## config.mk

```make
export PLATFORM = sky130hd
export DESIGN_NAME = pulse_timer_arbiter
export DESIGN_NICKNAME = d
export VERILOG_FILES = /design/src/rtl/pulse_arb_pkg.sv /design/src/rtl/pulse_timer_arbiter_rr_pick.sv /design/src/rtl/pulse_timer_arbiter.sv
export SDC_FILE = /design/constraint.sdc
export NUM_CORES = 1
export LEC_CHECK = 0
export ABC_CLOCK_PERIOD_IN_PS = 7600
export CELL_PAD_IN_SITES_DETAIL_PLACEMENT = 2
export CELL_PAD_IN_SITES_GLOBAL_PLACEMENT = 2
export CORE_MARGIN = 5
export CORE_UTILIZATION = 25
export DETAILED_ROUTE_END_ITERATION = 12
export PLACE_DENSITY_LB_ADDON = 0.1
export SYNTH_ARGS = -nofsm -noshare
export SYNTH_HDL_FRONTEND = slang
export SYNTH_SLANG_ARGS = --single-unit
```

## constraint.sdc

```tcl
create_clock -name clk -period 7.6 [get_ports clk]
set_input_delay 0.76 -clock clk [delete_from_list [all_inputs] [get_ports clk]]
set_output_delay 0.76 -clock clk [all_outputs]
set_load 0.01 [all_outputs]
```

## src/rtl/pulse_arb_pkg.sv

```systemverilog
// pulse_arb_pkg: shared definitions for the pulse timer arbiter.
//   state_e         - arbiter FSM state encoding
//   DEF_PERIOD_W    - default width of periods / pulse_time
//   DEF_TICKS_W     - default width of requested tick counts
//   DEF_MIN_PERIOD  - smallest period ever forwarded to the timer
package pulse_arb_pkg;

  typedef enum logic [1:0] {
    IDLE    = 2'd0,
    LOAD    = 2'd1,
    RUN     = 2'd2,
    RELEASE = 2'd3
  } state_e;

  localparam int          DEF_PERIOD_W   = 32;
  localparam int          DEF_TICKS_W    = 16;
  localparam logic [31:0] DEF_MIN_PERIOD = 32'd2;

endpackage

```

## src/rtl/pulse_timer_arbiter_rr_pick.sv

```systemverilog
// rr_pick: combinational winner selection for the pulse timer arbiter.
//   req    in  NUM_REQ  request vector
//   ptr    in  IDX_W    round-robin start index
//   winner out NUM_REQ  one-hot winner (zero when no request)
//   valid  out 1        at least one request present
// Build option: PULSE_ARB_FIXED_PRIO_EN selects fixed priority (lowest index
// wins, ptr ignored) instead of round-robin starting at ptr.
module rr_pick
  import pulse_arb_pkg::*;
#(
  parameter int NUM_REQ = 4,
  parameter int IDX_W   = 2
) (
  input  logic [NUM_REQ-1:0] req,
  input  logic [IDX_W-1:0]   ptr,
  output logic [NUM_REQ-1:0] winner,
  output logic               valid
);

`ifdef PULSE_ARB_FIXED_PRIO_EN
  logic unused_ptr_s;
  assign unused_ptr_s = ^ptr;

  // Fixed priority: the first set bit from index 0 upward wins.
  always_comb begin
    winner = '0;
    valid  = 1'b0;
    for (int i = 0; i < NUM_REQ; i++) begin
      if (!valid && req[i]) begin
        winner[i] = 1'b1;
        valid     = 1'b1;
      end else begin
        valid = valid;
      end
    end
  end
`else
  int sum_s;
  int idx_s;

  // Round-robin: scan from ptr upward, wrapping modulo NUM_REQ.
  always_comb begin
    winner = '0;
    valid  = 1'b0;
    sum_s  = 0;
    idx_s  = 0;
    for (int k = 0; k < NUM_REQ; k++) begin
      sum_s = int'(ptr) + k;
      idx_s = (sum_s >= NUM_REQ) ? (sum_s - NUM_REQ) : sum_s;
      if (!valid && req[IDX_W'(idx_s)]) begin
        winner[IDX_W'(idx_s)] = 1'b1;
        valid                 = 1'b1;
      end else begin
        valid = valid;
      end
    end
  end
`endif

endmodule

```

## src/rtl/pulse_timer_arbiter.sv

```systemverilog
// pulse_timer_arbiter: shares one programmable pulse timer among NUM_REQ
// requesters. The granted requester's (clamped) period is driven onto
// pulse_time, the timer is restarted once per grant, and timer ticks are
// counted until the requested count is reached, then done pulses and the
// timer is released.
//   clk          in   system clock
//   rst_n        in   synchronous active-low reset
//   req          in   level requests, one per requester
//   req_period   in   packed periods, slice i for req[i]
//   req_ticks    in   packed tick counts, slice i for req[i]
//   grant        out  one-hot owner, zero when idle
//   done         out  one-clock completion pulse to the owner
//   busy         out  grant is non-zero
//   pulse_time   out  period driven to the timer
//   timer_rst_n  out  active-low timer restart, low one cycle per grant
//   tick_in      in   one-clock tick strobe from the timer
//   tick_cnt     out  ticks counted for the current owner
// Build option: PULSE_ARB_FIXED_PRIO_EN selects fixed-priority arbitration.
//
// Outputs are registered. The values belonging to LOAD (restart low, count
// cleared, period applied, zero-tick done) are loaded on the arbitration edge
// so they are visible during the LOAD cycle; grant/busy clear on the edge that
// leaves RELEASE, so done is always seen together with the owner's grant.
module pulse_timer_arbiter
  import pulse_arb_pkg::*;
#(
  parameter int                NUM_REQ    = 4,
  parameter int                PERIOD_W   = DEF_PERIOD_W,
  parameter int                TICKS_W    = DEF_TICKS_W,
  parameter logic [PERIOD_W-1:0] MIN_PERIOD = PERIOD_W'(DEF_MIN_PERIOD)
) (
  input  logic                    clk,
  input  logic                    rst_n,
  input  logic [NUM_REQ-1:0]      req,
  input  logic [NUM_REQ*PERIOD_W-1:0] req_period,
  input  logic [NUM_REQ*TICKS_W-1:0]  req_ticks,
  output logic [NUM_REQ-1:0]      grant,
  output logic [NUM_REQ-1:0]      done,
  output logic                    busy,
  output logic [PERIOD_W-1:0]     pulse_time,
  output logic                    timer_rst_n,
  input  logic                    tick_in,
  output logic [TICKS_W-1:0]      tick_cnt
);

  localparam int IDX_W = (NUM_REQ > 1) ? $clog2(NUM_REQ) : 1;

  state_e               state_q, state_d;
  logic [NUM_REQ-1:0]   grant_q, grant_d;
  logic [NUM_REQ-1:0]   done_q, done_d;
  logic                 busy_q, busy_d;
  logic [PERIOD_W-1:0]  pulse_time_q, pulse_time_d;
  logic                 timer_rst_n_q, timer_rst_n_d;
  logic [TICKS_W-1:0]   tick_cnt_q, tick_cnt_d;
  logic [TICKS_W-1:0]   ticks_q, ticks_d;
  logic [IDX_W-1:0]     owner_q, owner_d;
  logic [IDX_W-1:0]     ptr_q, ptr_d;

  logic [NUM_REQ-1:0]   win_oh_s;
  logic                 win_valid_s;
  logic [IDX_W-1:0]     win_idx_s;
  logic [PERIOD_W-1:0]  sel_period_s;
  logic [TICKS_W-1:0]   sel_ticks_s;
  logic [PERIOD_W-1:0]  clamped_period_s;
  logic [TICKS_W-1:0]   tick_cnt_inc_s;
  logic                 last_tick_s;
  logic                 owner_req_s;

  rr_pick #(
    .NUM_REQ (NUM_REQ),
    .IDX_W   (IDX_W)
  ) u_pick (
    .req    (req),
    .ptr    (ptr_q),
    .winner (win_oh_s),
    .valid  (win_valid_s)
  );

  // Decode the winner index and pick out its period and tick count.
  always_comb begin
    win_idx_s    = '0;
    sel_period_s = '0;
    sel_ticks_s  = '0;
    for (int i = 0; i < NUM_REQ; i++) begin
      if (win_oh_s[i]) begin
        win_idx_s    = IDX_W'(i);
        sel_period_s = req_period[i*PERIOD_W +: PERIOD_W];
        sel_ticks_s  = req_ticks[i*TICKS_W +: TICKS_W];
      end else begin
        win_idx_s = win_idx_s;
      end
    end
  end

  assign clamped_period_s = (sel_period_s < MIN_PERIOD) ? MIN_PERIOD : sel_period_s;
  assign tick_cnt_inc_s   = tick_cnt_q + TICKS_W'(1);
  assign last_tick_s      = (tick_cnt_inc_s == ticks_q);
  assign owner_req_s      = req[owner_q];

  // Next-state and next-output computation for the arbiter FSM.
  always_comb begin
    state_d       = state_q;
    grant_d       = grant_q;
    done_d        = '0;
    busy_d        = busy_q;
    pulse_time_d  = pulse_time_q;
    timer_rst_n_d = timer_rst_n_q;
    tick_cnt_d    = tick_cnt_q;
    ticks_d       = ticks_q;
    owner_d       = owner_q;
    ptr_d         = ptr_q;
    case (state_q)
      IDLE: begin
        if (win_valid_s) begin
          grant_d       = win_oh_s;
          busy_d        = 1'b1;
          owner_d       = win_idx_s;
          pulse_time_d  = clamped_period_s;
          ticks_d       = sel_ticks_s;
          tick_cnt_d    = '0;
          timer_rst_n_d = 1'b0;
          if (sel_ticks_s == '0) begin
            done_d = win_oh_s;
          end else begin
            done_d = '0;
          end
          state_d = LOAD;
        end else begin
          state_d = IDLE;
        end
      end
      LOAD: begin
        timer_rst_n_d = 1'b1;
        if (ticks_q == '0) begin
          state_d = RELEASE;
        end else begin
          state_d = RUN;
        end
      end
      RUN: begin
        if (tick_in) begin
          tick_cnt_d = tick_cnt_inc_s;
        end else begin
          tick_cnt_d = tick_cnt_q;
        end
        // A tick coinciding with a dropped request still counts and may finish.
        if (tick_in && last_tick_s) begin
          done_d  = grant_q;
          state_d = RELEASE;
        end else if (!owner_req_s) begin
          state_d = RELEASE;
        end else begin
          state_d = RUN;
        end
      end
      RELEASE: begin
        grant_d = '0;
        busy_d  = 1'b0;
`ifdef PULSE_ARB_FIXED_PRIO_EN
        ptr_d = '0;
`else
        if (int'(owner_q) == NUM_REQ - 1) begin
          ptr_d = '0;
        end else begin
          ptr_d = owner_q + IDX_W'(1);
        end
`endif
        state_d = IDLE;
      end
      default: begin
        grant_d = '0;
        busy_d  = 1'b0;
        state_d = IDLE;
      end
    endcase
  end

  // State and output registers with synchronous active-low reset.
  always_ff @(posedge clk) begin
    if (!rst_n) begin
      state_q       <= IDLE;
      grant_q       <= '0;
      done_q        <= '0;
      busy_q        <= 1'b0;
      pulse_time_q  <= MIN_PERIOD;
      timer_rst_n_q <= 1'b1;
      tick_cnt_q    <= '0;
      ticks_q       <= '0;
      owner_q       <= '0;
      ptr_q         <= '0;
    end else begin
      state_q       <= state_d;
      grant_q       <= grant_d;
      done_q        <= done_d;
      busy_q        <= busy_d;
      pulse_time_q  <= pulse_time_d;
      timer_rst_n_q <= timer_rst_n_d;
      tick_cnt_q    <= tick_cnt_d;
      ticks_q       <= ticks_d;
      owner_q       <= owner_d;
      ptr_q         <= ptr_d;
    end
  end

  assign grant       = grant_q;
  assign done        = done_q;
  assign busy        = busy_q;
  assign pulse_time  = pulse_time_q;
  assign timer_rst_n = timer_rst_n_q;
  assign tick_cnt    = tick_cnt_q;

endmodule

```

==> results of run 1 <==
routing by layer:
| metal | vias up | GRT usage [%] | share of wire (%) | routed length, um |
|---|---|---|---|---|
| li1 | 3444 | - | - | - |
| met1 | 3496 | 25.1 | 42 | 12800 |
| met2 | 175 | 39.7 | 51 | 15800 |
| met3 | 25 | 5.55 | 5.5 | 1690 |
| met4 | 4 | 3.74 | 1.2 | 368 |
| met5 | - | 0 | 0.072 | 22 |
power breakdown:
group | internal (uW) | switching, uW
sequential | 530 | 116
clock | 297 | 217
combinational | 547 | 703
total | 1370 | 1040
cells in the mapped netlist (all sizes together), types with 3 or more instances:
library cell,count
nand4,10
a22oi,8
xor2,10
or2,3
o211ai,7
nor3,13
buf,35
a311oi,25
and3,7
nand3,36
nor2b,3
xnor2,16
nand2,100
and2,6
ha,14
nor4,16
nand2b,7
a31oi,16
a21oi,49
clkbuf,35
mux2,5
inv,13
a2111oi,6
a221oi,19
o22ai,3
a2bb2oi,3
a31o,8
a41oi,7
nor2,142
o2bb2ai,8
dfxtp,80
o21ai,39
mux2i,22
o32ai,4
a211oi,17
o31ai,4
final cells by class:
cell class	instances	area, sq um
Fill cell	2761	15000
Inverter	13	48.8
Sequential cell	80	1600
Clock inverter	7	109
Timing Repair Buffer	265	2630
Multi-Input combinational cell	662	4140
Antenna cell	1	2.50
Tap cell	324	405
Clock buffer	9	225
critical path, delay by kind of cell, from the launching register on:
family	cells	cell delay (ns)
and+or+nand+nor	3	1.02
DFF	1	0.81
AOI/OAI and AO/OA	6	1.88
adders and majority gates	1	0.69
buffers and inverters	2	0.62
muxes	1	0.43
flip-flops by register name, summed over array words and instances, names as in the netlist:
name and count:
ptr_q 2, busy 1, grant 4, pulse_time 32
tick_cnt 16, done 4, timer_rst_n 1, ticks_q 16
owner_q 2, state_q 2
logic make-up after synthesis:
kind of cell             count (synthesis)  synth area share, %
adder cells (fa/ha/maj)                 14                 2.87
AO/OA/AOI/OAI                          240                 29.4
flip-flops                              80                 26.2
buffers and inverters                   83                 6.80
XOR/XNOR                                26                 3.73
AND/OR/NAND/NOR                        353                 25.7
multiplexers                            29                 5.27
path summary, 6_finish.rpt:
path                                from                          end  depth (start not counted)
min reg2reg  pulse_time[28]$_SDFFE_PN0P_  pulse_time[28]$_SDFFE_PN0P_                          2
max reg2reg        ptr_q[0]$_SDFFE_PN0P_   pulse_time[0]$_SDFFE_PN0P_                         13
max                ptr_q[0]$_SDFFE_PN0P_   pulse_time[0]$_SDFFE_PN0P_                         13
min          pulse_time[28]$_SDFFE_PN0P_  pulse_time[28]$_SDFFE_PN0P_                          2
through the flow:
stage               cell area (sq um)  util, %  power, uW
CTS                              9160     37.9       2450
global placement                 8820     36.5       1900
global route                     9160     37.9       2580
detailed placement               8820     36.5       1920
finish                           9160     37.9       2410
floorplan                        6100        -       1380
==> reports/results.txt, run 1 <==
initial drt markers: 280
dpl cells: 1,344
Synth area leaders: dfxtp_1, nor2_1, nand2_1
hold crit path type: flip-flop to flip-flop
Worst Skew: 0.0133 ns
WS Path Type: flip-flop to flip-flop
startpoint types: flip-flop
gr usage total: 21.4%
port bufs: 256
Final Non-Filler Cells: 1,361
Final HPWL DP: 23,600 um
antenna violations before repair: 3
Reg clk slew, reported paths: 0.07 ns
hold_ws: 0.464 ns
Routed WL per cell: 22.5 um
total number of vias: 7,144
syn nets: 1,038
Setup TNS: 0 ns
slowest stage cell on the critical path: dfxtp_1
gpl congestion: 0.819
worst slew margin relative to its limit: 31.3%
Mapped Area: 6100 sq um
Fmax: 0.179 GHz
CP required: 7.85 ns
syn_area_per_cell: 7.40 sq um
GRT overflow: 0
Tmin final: 5.58 ns
clock latency on the worst-skew pair: 0.36 ns
Cell Rows: 57
share of the synthesized area in the top cell type: 26.2%
RSZ-0062 raised after global routing: false
worst slew pin tran: 1.02 ns
final slew viol count: 0
Ports: 257
CTS Hold Buffers Added: 0
Layout Nets: 1,244
CP arrival: 5.83 ns
Hold Vio Cnt, Final: 0
initial core utilization: 25.2%
first-pass GRT wire length: 47,000 um
First-pass DRT Iterations: 4
Gate Count Post-Synth: 825
CP max FO: 33
Setup crit end kind: flip-flop
Die Wd: 166 um
most frequent cells in the layout: clkdlybuf4s50_1, nor2_1, nand2_1
largest net degree at the start of global routing: 80
final setup fails: 0
peak supply drop: 0.145 mV
Core Region: 24,200 sq um
Distinct cells, synth: 75
Seq/Total Area, Yosys: 26.2%
post-CTS setup buffers: 0
max incr delay on CP: 0.81 ns
Die ar.: 27,600 sq um
Post-DRT Antenna Nets: 0
CTS Buf Count: 9
Pwr Density: 263 nW/um^2
final worst path period share: 73.4%
dpl ws: 1.99 ns
CTS tree: built
status: complete, no violations
clock root buffer: clkbuf_16
leakage power: 0.00324 uW
synth-to-layout area growth: 50.1%
vias per inst: 5.25
leading cell type in the layout, fill and taps excluded: clkdlybuf4s50_1
Max Cap Violations: 0
Sink Count: 80
setup ws final: 2.02 ns
critical path, cell by cell: inv_1 > ha_1 > mux2_2 > and3_1 > a2111oi_4 > a2bb2oi_4 > buf_4 > and2_1 > a221oi_1 > o2111a_1 > a31oi_1 > nor4_2 > o41ai_1
Synth Register Bits: 80
Synth area leader: dfxtp_1
die height: 166 um
# H-tree levels: 3
final wirelength: 30,600 um
post-CTS resize count: 0
Post-synth EDFFs: 0
R2R setup slack: 2.02 ns
# DRC: 0
vias in the first global route: 7,716
CTS max path bufs: 2
Top FF cell, synth: dfxtp_1
async set-reset flop share out of synthesis: 0%
layout cells sized above 1: 5.31%
yosys warns: 0
(Power assumes the default switching activity.)
==> run 2: changes to the inputs <==
Settings changed: ABC_CLOCK_PERIOD_IN_PS 7600 to 5000, CORE_UTILIZATION 25 to 21.
Clock period 7.6 ns to 5 ns, I/O delays scaled along.
==> run 2 against run 1 <==
Effect of this change: sequential cell count unchanged; first-iteration DRC count down 1.8%; critical path depth down 1; clock skew is 0.0038 ns lower; worst setup slack worse by 1.6 ns; global-route usage shrank 2.7 points; hold slack improved by 0.033 ns; total power up 51%; sequential power increased by 51%; die area up 18%; via count is 0.73% higher; cell area up 1.8%.
==> reports/results.txt, run 2 (synthesis gave the netlist of run 1 again) <==
layout cells sized above 1: 6.49%
Critical Path Most Common Cell: a21oi_1
First-pass DRT Iterations: 4
Hold Vio Cnt, Final: 0
final slew viol count: 0
critical path, cell by cell: inv_1 > ha_1 > mux2_2 > and3_1 > a2111oi_4 > o21bai_4 > a21oi_1 > a21oi_1 > a2111oi_0 > nand4_1 > nor4_2 > o41ai_1
Setup crit end kind: flip-flop
CP max FO: 33
most frequent cells in the layout: clkdlybuf4s50_1, nor2_1, nand2_1
crit-path leading delay family: compound AO/OA/AOI/OAI gates
fin area: 9330 sq um
CTS max path bufs: 2
CTS tree: built
Reg clk slew, reported paths: 0.07 ns
largest net degree at the start of global routing: 73
post-CTS setup buffers: 0
synth-to-layout area growth: 52.8%
Routed WL per cell: 22.2 um
reg-to-reg critical path startpoint: ptr_q[1]$_SDFFE_PN0P_
GRT overflow: 0
total power: 3630 uW
Layout Nets: 1,255
Final HPWL DP: 25,300 um
first-pass GRT wire length: 47,900 um
# DRC: 0
Worst Skew: 0.00951 ns
final worst path period share: 91.8%
Sink Count: 80
hold depth: 2
Hold Startpoint: pulse_time[14]$_SDFFE_PN0P_
final core occ: 32.5%
gr usage total: 18.7%
CP required: 5.21 ns
# H-tree levels: 3
slowest stage cell on the critical path: dfxtp_1
Die ar.: 32,600 sq um
Worst Setup SP: ptr_q[1]$_SDFFE_PN0P_
Filler cells: 3,335
final setup fails: 0
Setup TNS: 0 ns
critical path depth: 12
vias per inst: 5.02
startpoint types: flip-flop
Final Non-Filler Cells: 1,434
WS Path Type: flip-flop to flip-flop
dpl cells: 1,415
CP arrival: 4.80 ns
status: complete, no violations
WP buf/inv: 1
leading cell type in the layout, fill and taps excluded: clkdlybuf4s50_1
antenna violations before repair: 5
max FFs per register: 32
clock root buffer: clkbuf_16
worst slew pin tran: 1.02 ns
clock latency on the worst-skew pair: 0.35 ns
max incr delay on CP: 0.59 ns
Reg2Reg Depth: 12
placed inst area: 9010 sq um
hold crit path type: flip-flop to flip-flop
CTS Buf Count: 9
Reg area: 1600 sq um
initial drt markers: 275
Tmin final: 4.59 ns
port bufs: 256
Fmax: 0.218 GHz
peak supply drop: 0.206 mV
final wirelength: 31,800 um
area of the multi-input gates: 4150 sq um
initial core utilization: 21.3%
Max Cap Violations: 0
worst slew margin relative to its limit: 31.8%
Pwr Density: 389 nW/um^2
Core Region: 28,700 sq um
leakage power: 0.00329 uW
Cell Rows: 62
total number of vias: 7,196
Die Wd: 180 um
Post-DRT Antenna Nets: 0
vias in the first global route: 7,742
gpl congestion: 0.811
die height: 180 um
Ports: 257
RSZ-0062 raised after global routing: false
-- run 2: cell count changes in the layout (fill, tap and decap cells not counted), sizes merged --
cell	previous run	this run
buf	9	20
bufinv	2	1
clkinv	0	5
diode	1	3
inv	18	14
-- run 2: worst paths after layout --
path | slack, ns | endpoint
worst max-delay path | 0.41 | pulse_time[0]$_SDFFE_PN0P_
worst min-delay path | 0.50 | pulse_time[14]$_SDFFE_PN0P_
worst max register to register | 0.41 | pulse_time[0]$_SDFFE_PN0P_
worst min register to register | 0.50 | pulse_time[14]$_SDFFE_PN0P_
-- run 2: final cells by class --
| class | count | area share (%) |
|---|---|---|
| multi-input combinational | 662 | 44.5 |
| clock buffer | 9 | 2.41 |
| inverter | 13 | 0.536 |
| sequential | 80 | 17.2 |
| tap | 384 | 5.15 |
| timing repair buffer | 276 | 29.3 |
| antenna | 3 | 0.0805 |
| clock inverter | 7 | 0.845 |
-- run 2: layer usage --
metal  vias to the layer above  wire [um]  GRT usage [%]
met5                         -         46              0
met4                         8        227           3.39
met3                        23       1670           4.50
met2                       158      16000           33.2
met1                      3526      13800           23.2
li1                       3481          -              -
-- run 2: where the power goes --
group | total, uW | switching (uW) | internal (uW)
registers | 978 | 172 | 806
clock network | 711 | 317 | 393
logic | 1940 | 1090 | 853
total | 3630 | 1570 | 2050
-- run 2: timing repair --
item | in CTS | in global routing
resized for setup | 0 | 2
hold endpoints to repair | 0 | 0
setup endpoints to repair | 0 | 3
hold buffers | 0 | 0
-- run 2: tightest hold or removal path: cells and delay by family, from the launching register on --
kind             cells  cell delay, ns
AO/OA/AOI/OAI        1            0.05
flip-flops           1            0.31
AND/OR/NAND/NOR      1            0.09
-- run 2: metrics by stage --
step           hold slack (ns)  setup WS [ns]
2_1_floorplan            0.462           1.23
3_3_place_gp             0.476          0.305
6_report                 0.497          0.408
5_1_grt                  0.524         0.0562
4_1_cts                  0.505          0.165
3_5_place_dp             0.489          0.225
==> run 3: changes to the inputs <==
Settings changed: CORE_MARGIN 5 to not set.
==> run 3 against run 2 <==
Effect of this change: clock skew barely moved; register-to-register slack improved by 0.23 ns; hold slack got worse by 0.032 ns; sequential share of layout area barely moved; global-route usage rose by 1.9 points; clock-buffer cell count rose by 2; critical path depth rose by 1.
==> reports/results.txt, run 3 (synthesis gave the netlist of run 1 again) <==
Post-DRT Antenna Nets: 0
# H-tree levels: 3
post-CTS resize count: 0
worst slew pin tran: 0.995 ns
Max Cap Violations: 0
Die Wd: 172 um
hold crit path type: flip-flop to flip-flop
final wirelength: 30,700 um
vias per inst: 5.06
Pwr Density: 388 nW/um^2
Sink Count: 80
WS Path Type: flip-flop to flip-flop
GRT overflow: 0
startpoint types: flip-flop
initial drt markers: 267
Final Non-Filler Cells: 1,433
gpl congestion: 0.803
Worst Skew: 0.00908 ns
Hold Vio Cnt, Final: 0
leakage power: 0.00330 uW
CP max FO: 32
worst slew margin relative to its limit: 33.5%
# DRC: 0
CTS Buf Count: 9
most frequent cells in the layout: clkdlybuf4s50_1, nor2_1, nand2_1
leading cell type in the layout, fill and taps excluded: clkdlybuf4s50_1
dpl cells: 1,416
Ports: 257
First-pass DRT Iterations: 4
die height: 172 um
CP arrival: 4.56 ns
synth-to-layout area growth: 53.2%
Cell Rows: 62
peak supply drop: 0.187 mV
vias in the first global route: 7,764
Setup crit end kind: flip-flop
Final HPWL DP: 24,100 um
Layout Nets: 1,256
total number of vias: 7,254
first-pass GRT wire length: 45,900 um
Fmax: 0.229 GHz
dpl ws: 0.377 ns
Routed WL per cell: 21.4 um
largest net degree at the start of global routing: 64
initial core utilization: 21.3%
CTS tree: built
antenna violations before repair: 1
Setup TNS: 0 ns
max FFs per register: 32
Core Region: 28,600 sq um
Die ar.: 29,800 sq um
clock root buffer: clkbuf_16
RSZ-0062 raised after global routing: false
Tmin final: 4.36 ns
clock latency on the worst-skew pair: 0.35 ns
Reg clk slew, reported paths: 0.07 ns
final slew viol count: 0
layout cells sized above 1: 6.39%
port bufs: 256
final worst path period share: 87.2%
final setup fails: 0
status: complete, no violations
CTS Hold Buffers Added: 0
CP required: 5.20 ns
CTS max path bufs: 2
setup ws final: 0.641 ns
gr usage total: 20.6%
post-CTS setup buffers: 0
==> run 3: changes by cell type in the layout (fill, tap and decap cells not counted), sizes merged <==
| cell | previous run | this run |
|---|---|---|
| diode | 3 | 1 |
| clkinvlp | 0 | 2 |
| buf | 20 | 21 |
| inv | 14 | 12 |
| clkbuf | 9 | 11 |
| clkinv | 5 | 3 |
==> run 3: worst paths after layout <==
kind                               start                           to  slack [ns]  depth (start not counted)
min reg2reg  pulse_time[28]$_SDFFE_PN0P_  pulse_time[28]$_SDFFE_PN0P_        0.47                          2
min          pulse_time[28]$_SDFFE_PN0P_  pulse_time[28]$_SDFFE_PN0P_        0.47                          2
max                ptr_q[0]$_SDFFE_PN0P_   pulse_time[0]$_SDFFE_PN0P_        0.64                         13
max reg2reg        ptr_q[0]$_SDFFE_PN0P_   pulse_time[0]$_SDFFE_PN0P_        0.64                         13
==> run 3: cell type report <==
cell class              instances  area, sq um
flip-flops and latches         80         1600
multi-input cells             662         4140
clock buffers                  11          253
inverters                      13         50.0
clock inverters                 5         55.1
diodes                          1         2.50
fillers                      3264        19300
well taps                     384          480
repair buffers                277         2770
==> run 3: worst max-delay path, cell delays in order, from the launching register on <==
cell       delay (ns)
dfxtp_1          0.33
inv_1            0.11
ha_1             0.43
or3b_1           0.39
a2111oi_1        0.47
or2_1            0.44
a2bb2oi_4        0.09
buf_4            0.27
a311oi_1         0.32
o21ai_0          0.15
nor4_1           0.49
nand4_1          0.22
nor4_2           0.37
o41ai_1          0.12
==> run 3: per-stage QoR <==
step	hold slack (ns)	utilization, %	cell area (sq um)	total power (uW)
final	0.465	32.7	9350	3630
after floorplan	0.462	-	6100	2100
after CTS	0.469	32.7	9350	3680
after detailed placement	0.458	31.6	9040	2950
after global routing	0.501	32.7	9350	3890
after global placement	0.451	31.6	9040	2930
==> run 3: per-layer routing <==
layer	track usage, %	vias up	part of all wire [%]
met1	26.7	3567	46
met2	35.6	188	49
met5	0	-	0
met3	3.02	23	3.8
li1	-	3476	-
met4	5.08	0	1.5
==> run 3: power breakdown <==
group          internal, uW  switching [uW]
Combinational           857            1100
Clock                   413             296
Sequential              807             159
